## src/rtl/pst_pkg.sv

```systemverilog
// Shared definitions for the PST convergence controller: state encoding, datapath width, EMA step.
// Latency: n/a (types and a pure function only).
// Backpressure: n/a.
package pst_pkg;

    localparam int PST_W = 8;

    typedef enum logic [1:0] {
        ST_IDLE      = 2'd0,
        ST_LEARN     = 2'd1,
        ST_CONVERGED = 2'd2,
        ST_SURPRISE  = 2'd3
    } pst_state_t;

    // One EMA step: avg + (din - avg) / 2^shift, arranged so that it never leaves 0..255.
    function automatic logic [PST_W-1:0] ema_next(input logic [PST_W-1:0] avg,
                                                   input logic [PST_W-1:0] din,
                                                   input int unsigned      shift);
        return avg - (avg >> shift) + (din >> shift);
    endfunction

endpackage

```

## src/rtl/pst_ema_filter.sv

```systemverilog
// Exponential moving average of din, alpha = 1/2^SHIFT, reset/clear value 255.
// Latency: avg reflects a qualified din one clock after en.
// Backpressure: none; en qualifies each input, clear overrides en.
// Ports: clk, rst_n (async active-low), clear (force avg to 255), en (take din), din, avg.
module pst_ema_filter
    import pst_pkg::*;
#(
    parameter int SHIFT = 3
) (
    input  logic             clk,
    input  logic             rst_n,
    input  logic             clear,
    input  logic             en,
    input  logic [PST_W-1:0] din,
    output logic [PST_W-1:0] avg
);

    always_ff @(posedge clk or negedge rst_n) begin
        if (!rst_n) begin
            avg <= 8'd255;
        end else if (clear) begin
            avg <= 8'd255;
        end else if (en) begin
            avg <= ema_next(avg, din, SHIFT);
        end
    end

endmodule

```

## src/rtl/pst_convergence_ctrl.sv

```systemverilog
// Freezes L3 of a predictive hierarchy once the averaged L2 error stays low; unfreezes on surprise.
// Latency: state/avg update one clock after the sampling cycle_start; l3_freeze follows state directly.
// Backpressure: none; inputs are sampled only at gamma-cycle boundaries in which L1 fired.
// Ports: clk, rst_n (async active-low), cycle_start, enable, fired_L1, error_L2, error_L3 in;
//        l3_freeze, state, avg_err_L2, surprise_pulse, surprise_count out.
// Build option: define PST_CONV_STATS_EN to include the saturating surprise counter,
//        otherwise surprise_count is tied to zero.
module pst_convergence_ctrl
    import pst_pkg::*;
#(
    parameter logic [7:0] CONV_THRESH     = 8'd8,
    parameter logic [7:0] CONV_CYCLES     = 8'd8,
    parameter logic [7:0] SURPRISE_THRESH = 8'd64,
    parameter logic [7:0] HOLD_CYCLES     = 8'd16,
    parameter int         AVG_SHIFT       = 3
) (
    input  logic             clk,
    input  logic             rst_n,
    input  logic             cycle_start,
    input  logic             enable,
    input  logic             fired_L1,
    input  logic [PST_W-1:0] error_L2,
    input  logic [PST_W-1:0] error_L3,
    output logic             l3_freeze,
    output logic [1:0]       state,
    output logic [PST_W-1:0] avg_err_L2,
    output logic             surprise_pulse,
    output logic [PST_W-1:0] surprise_count
);

    pst_state_t       state_q, state_d;
    logic [PST_W-1:0] streak_q, streak_d;
    logic [PST_W-1:0] hold_q, hold_d;
    logic             pulse_q, pulse_d;
    logic             fired_seen_q;
    logic             sample;
    logic             missed;
    logic [PST_W-1:0] avg_upd;

    // A boundary only counts if L1 fired somewhere in the cycle that just ended.
    assign sample  = cycle_start & enable & fired_seen_q;
    assign missed  = cycle_start & ~fired_seen_q;
    // Convergence is judged on the average including the current sample.
    assign avg_upd = ema_next(avg_err_L2, error_L2, AVG_SHIFT);

    pst_ema_filter #(.SHIFT(AVG_SHIFT)) u_ema (
        .clk   (clk),
        .rst_n (rst_n),
        .clear (~enable),
        .en    (sample),
        .din   (error_L2),
        .avg   (avg_err_L2)
    );

    always_ff @(posedge clk or negedge rst_n) begin
        if (!rst_n) begin
            state_q      <= ST_IDLE;
            streak_q     <= '0;
            hold_q       <= '0;
            pulse_q      <= 1'b0;
            fired_seen_q <= 1'b0;
        end else begin
            state_q      <= state_d;
            streak_q     <= streak_d;
            hold_q       <= hold_d;
            pulse_q      <= pulse_d;
            // A fire on the boundary clock belongs to the cycle that is starting.
            fired_seen_q <= cycle_start ? fired_L1 : (fired_seen_q | fired_L1);
        end
    end

    always_comb begin
        state_d  = state_q;
        streak_d = streak_q;
        hold_d   = hold_q;
        pulse_d  = 1'b0;
        if (!enable) begin
            state_d  = ST_IDLE;
            streak_d = '0;
            hold_d   = '0;
        end else begin
            if (missed) begin
                streak_d = '0;
            end
            case (state_q)
                ST_IDLE: state_d = ST_LEARN;
                ST_LEARN: begin
                    if (sample) begin
                        if (avg_upd < CONV_THRESH) begin
                            streak_d = (streak_q >= CONV_CYCLES) ? CONV_CYCLES : streak_q + 8'd1;
                        end else begin
                            streak_d = '0;
                        end
                        if (streak_d >= CONV_CYCLES) begin
                            state_d = ST_CONVERGED;
                        end
                    end
                end
                ST_CONVERGED: begin
                    if (sample && (error_L2 > SURPRISE_THRESH || error_L3 > SURPRISE_THRESH)) begin
                        state_d = ST_SURPRISE;
                        pulse_d = 1'b1;
                        hold_d  = HOLD_CYCLES;
                    end
                end
                ST_SURPRISE: begin
                    if (sample) begin
                        hold_d = (hold_q != '0) ? hold_q - 8'd1 : '0;
                        if (hold_d == '0) begin
                            state_d  = ST_LEARN;
                            streak_d = '0;
                        end
                    end
                end
                default: state_d = ST_IDLE;
            endcase
        end
    end

`ifdef PST_CONV_STATS_EN
    logic [PST_W-1:0] count_q;

    always_ff @(posedge clk or negedge rst_n) begin
        if (!rst_n) begin
            count_q <= '0;
        end else if (pulse_d && count_q != 8'd255) begin
            count_q <= count_q + 8'd1;
        end
    end

    assign surprise_count = count_q;
`else
    assign surprise_count = 8'd0;
`endif

    assign state          = state_q;
    assign l3_freeze      = (state_q == ST_CONVERGED);
    assign surprise_pulse = pulse_q;

endmodule

```

## config.mk

```make
export PLATFORM = sky130hd
export DESIGN_NAME = pst_convergence_ctrl
export DESIGN_NICKNAME = d
export VERILOG_FILES = /design/src/rtl/pst_pkg.sv /design/src/rtl/pst_ema_filter.sv /design/src/rtl/pst_convergence_ctrl.sv
export SDC_FILE = /design/constraint.sdc
export NUM_CORES = 1
export LEC_CHECK = 0
export ABC_CLOCK_PERIOD_IN_PS = 8600
export CORE_UTILIZATION = 57
export DETAILED_ROUTE_END_ITERATION = 16
export GPL_TIMING_DRIVEN = 1
export PLACE_DENSITY = 0.95
export REMOVE_ABC_BUFFERS = 1
export SLEW_MARGIN = 10
export SYNTH_ARGS = -nofsm -noshare
export SYNTH_HDL_FRONTEND = slang
export SYNTH_SLANG_ARGS = --single-unit
```

## constraint.sdc

```tcl
create_clock -name clk -period 8.6 [get_ports clk]
set_input_delay 0.86 -clock clk [delete_from_list [all_inputs] [get_ports clk]]
set_output_delay 0.86 -clock clk [all_outputs]
set_load 0.01 [all_outputs]
```

==> metrics.md <==
| Metric | Value |
|---|---|
| Top cells by area, synth | `dfrtp_1 (23%), dfstp_2 (9.5%), ha_1 (7.9%)` |
| CP arrival | `3.95 ns` |
| I/O pins | `41` |
| Max-Cap Viols | `0` |
| Starting Density | `60.14%` |
| Slew margin rel. | `roughly 48%` |
| CTS Root Cell | `clkbuf_8` |
| Critical Path Fanout Max | `5` |
| RePlAce Congestion | `0.9487` |
| Filler cells | `298` |
| Actual slew at the worst max-slew pin | `between 0.7 and 0.8 ns` |
| Post-synth EDFFs | `0` |
| All-Layer GR Usage | `a little over a quarter` |
| Die W | `64.39 um` |
| Hold Slack | `0.5032 ns` |
| Hold path depth | `1` |
| #FFs+latches synth | `28` |
| DRT Pass-1 Iters | `4` |
| Drt drc | `0` |
| CP max stage cell | `fa_1` |
| Post-Syn Instances | `250` |
| Post-layout min period | `3.777 ns` |
| Worst Hold Class | `flop to flop` |
| # hold bufs at CTS | `0` |
| Total die area | `0.004145 sq mm` |
| Row Count | `22` |
| Vert. Die Dim | `about 64 um` |
| Clk buf depth | `2` |
| Final Setup Violations | `0` |
| Startpoint Class | `input pin` |
| First-pass GRT wire length | `8.680 mm` |
| TritonCTS clock tree | `done` |
| Min setup slack post-route | `4.823 ns` |
| Share of cells above drive strength 1 | `8.244%` |
| Path depth of the worst reg2reg path | `10` |
| Nets | `320` |
| Detailed Route Iter0 Violations | `128` |
| R2r setup slk | `5.36 ns` |
| Dominant cell type by area after synthesis | `dfrtp_1` |
| Htree depth | `1` |
| Largest net degree at the start of global routing | `29` |
| Most common cell on crit path | `inv_1` |
| Setup CP Type | `input pin to flop` |
| Wire length per cell | `approximately 16 um` |
| RSZ-0062 raised after global routing | `false` |
| Routed WL | `5.156 mm` |
| Main flop type after synthesis | `dfrtp_1` |
| Met3 usage | `3.214%` |
| Postcts setup bufs | `0` |
| Later-pin clock latency in the skew report | `approximately 0.28 ns` |
| Slowest cell delay on critical path | `0.55 ns` |
| Routed Antenna Nets | `0` |
| Crit path cell chain | `clkdlybuf4s50_1, inv_1, fa_1, inv_1, ha_1, o21ai_0, nor2_1, a41oi_1, xnor3_1, a21o_1, a221o_1` |
| DP Worst Slack | `4.595 ns` |
| Layout area overhead | `17.99%` |
| HPWL Detailed | `a little under 4 mm` |
| Vias | `roughly 2000` |
| Grt met2 use | `46.71%` |
| Core area | `0.003689 sq mm` |
| Delay-heaviest family, CP | `compound AO/OA/AOI/OAI gates` |
| Min-delay src | `streak_q[7]$_DFF_PN0_` |
| Clk slew on worst S/H paths | `0.10 ns` |
| Via density | `5.976` |
| Mapped cell area | `0.002218 sq mm` |
| Final setup TNS | `0 ns` |
| Final Hold Fails | `0` |
| GRT busiest layer | `met2` |
| Layout Skew | `0.003049 ns` |
| CP endpoint kind | `flop` |
| CP Depth | `11` |
| Initial antenna violation count | `0` |
| Global route overflow | `0` |
| Num CTS Buffers | `3` |
| Max frequency | `0.2648 GHz` |
| R2R Path End | `state[1]$_DFFE_PN0P_` |
| Inst Count DP | `around 320` |
| Top cell type's share of synthesized area | `between 20% and 30%` |
| Buf+Inv Stages, Crit Path | `3` |
| Seq/Total Area, Yosys | `32.04%` |
| Pleak | `1.236 nW` |
| Min-Delay Endpoint | `streak_q[7]$_DFF_PN0_` |
| Ys Warns | `0` |
| Post-synthesis cell type count | `59` |
| Status | `completed` |
| Max Slew Vio Count | `0` |
| Asr flop ratio synth | `100.0%` |
| RR Startpoint | `u_ema.avg[2]$_DFFE_PN1N_` |
| Clk sink count | `28` |
| I/O Buffers | `32` |
| Period Utilization, post-route | `43.92%` |
| Post-cts gate resize count | `0` |
| Critical Path RT | `8.77 ns` |
| Met1 GRT Util | `33.52%` |
| Vias in the first global route | `between 1500 and 2000` |
| Syn_area_per_cell | `8.874 sq um` |
| Pwr Density | `around 230 mW/mm^2` |
| Non-Filler Instances | `327` |
| Antenna diode count | `0` |
| Worst vdd ir | `0.1349 mV` |
-- synth_stat cells (all sizes together), types with 7 or more instances --
cell type	count
dfrtp	20
inv	34
o21ai	12
dfstp	8
ha	14
nor3	7
buf	9
nor2	13
a21oi	10
o211ai	9
nand2	22
nand3	9
-- per-layer routing --
| layer | up-vias | wire, um | part of all wire [%] |
|---|---|---|---|
| met1 | 935 | 2233 | 43 |
| li1 | 926 | - | - |
| met3 | 18 | 248 | 4.8 |
| met2 | 75 | 2531 | 49 |
| met5 | - | 0 | 0 |
| met4 | 0 | 143 | 2.8 |
-- cells in the final DEF, fill, tap and decap left out, types with 4 or more instances in the layout --
cell type        count
a21o_1               5
a21oi_1             10
and2_1               5
clkdlybuf4s50_1     32
conb_1               8
dfrtp_1             20
dfstp_2              8
fa_1                 5
ha_1                14
inv_1               34
nand2_1             22
nand3_1              9
nor2_1              12
nor3_1               7
o211ai_1             9
o21ai_0             11
xor2_1               4
-- through the flow --
step                power, mW  utilization [%]  area [sq um]
finish                 0.6046            70.96          2618
global placement       0.4757            69.03          2546
global route           0.6463            70.96          2618
CTS                    0.6023            70.96          2618
detailed placement     0.4905            69.03          2546
floorplan              0.3947                -          2158
-- final cells by class --
| cell class | count | area, sq um | share of cell area, % |
|---|---|---|---|
| Clock inverter | 1 | 30.03 | 1.147 |
| Multi-Input combinational cell | 180 | 1320 | 50.43 |
| Clock buffer | 3 | 41.29 | 1.577 |
| Sequential cell | 28 | 710.7 | 27.15 |
| Tap cell | 48 | 60.06 | 2.294 |
| Inverter | 34 | 127.6 | 4.876 |
| Timing Repair Buffer | 33 | 327.8 | 12.52 |
-- worst max-delay path by stage --
stage | to | start | slack, ns
global route | state[1]$_DFFE_PN0P_ | error_L2[5] | 4.77
detailed placement | state[1]$_DFFE_PN0P_ | error_L2[5] | 4.59
CTS | state[1]$_DFFE_PN0P_ | error_L2[5] | 4.89
floorplan | state[1]$_DFFE_PN0P_ | error_L2[4] | 5.25
finish | state[1]$_DFFE_PN0P_ | error_L2[5] | 4.82
global placement | state[1]$_DFFE_PN0P_ | error_L2[4] | 4.66
-- worst register-to-register path, cell delays in order (launching register included) --
cell     delay (ns)
dfstp_2        0.57
inv_1          0.07
fa_1           0.52
inv_1          0.04
ha_1           0.33
o21ai_0        0.34
nor2_1         0.13
a41oi_1        0.32
xnor3_1        0.33
a21o_1         0.19
a221o_1        0.28
-- flip-flops by register name, summed over array words and instances (netlist names) --
signal,flops
hold_q,8
fired_seen_q,1
streak_q,8
state,2
surprise_pulse,1
u_ema.avg,8
-- cell families (layout without fill, tap and decap cells) --
| group | Yosys count | count (layout) | synth area share (%) |
|---|---|---|---|
| adder cells (fa/ha/maj) | 19 | 19 | 12.41 |
| XOR/XNOR | 8 | 8 | 3.779 |
| flip-flops | 28 | 28 | 32.04 |
| other | 1 | 8 | 0.1690 |
| AND/OR/NAND/NOR | 80 | 80 | 19.12 |
| buffers and inverters | 49 | 71 | 9.644 |
| AO/OA/AOI/OAI | 63 | 63 | 21.88 |
| multiplexers | 2 | 2 | 0.9588 |
-- report_power, final --
part / switching, mW / leakage (nW) / internal (mW) / total [mW]
Combinational: 0.188 / 0.843 / 0.139 / 0.327
Clock: 0.0437 / 0.0357 / 0.0624 / 0.106
Sequential: 0.0216 / 0.357 / 0.150 / 0.172
No activity file was read; power rests on OpenSTA's default activity.
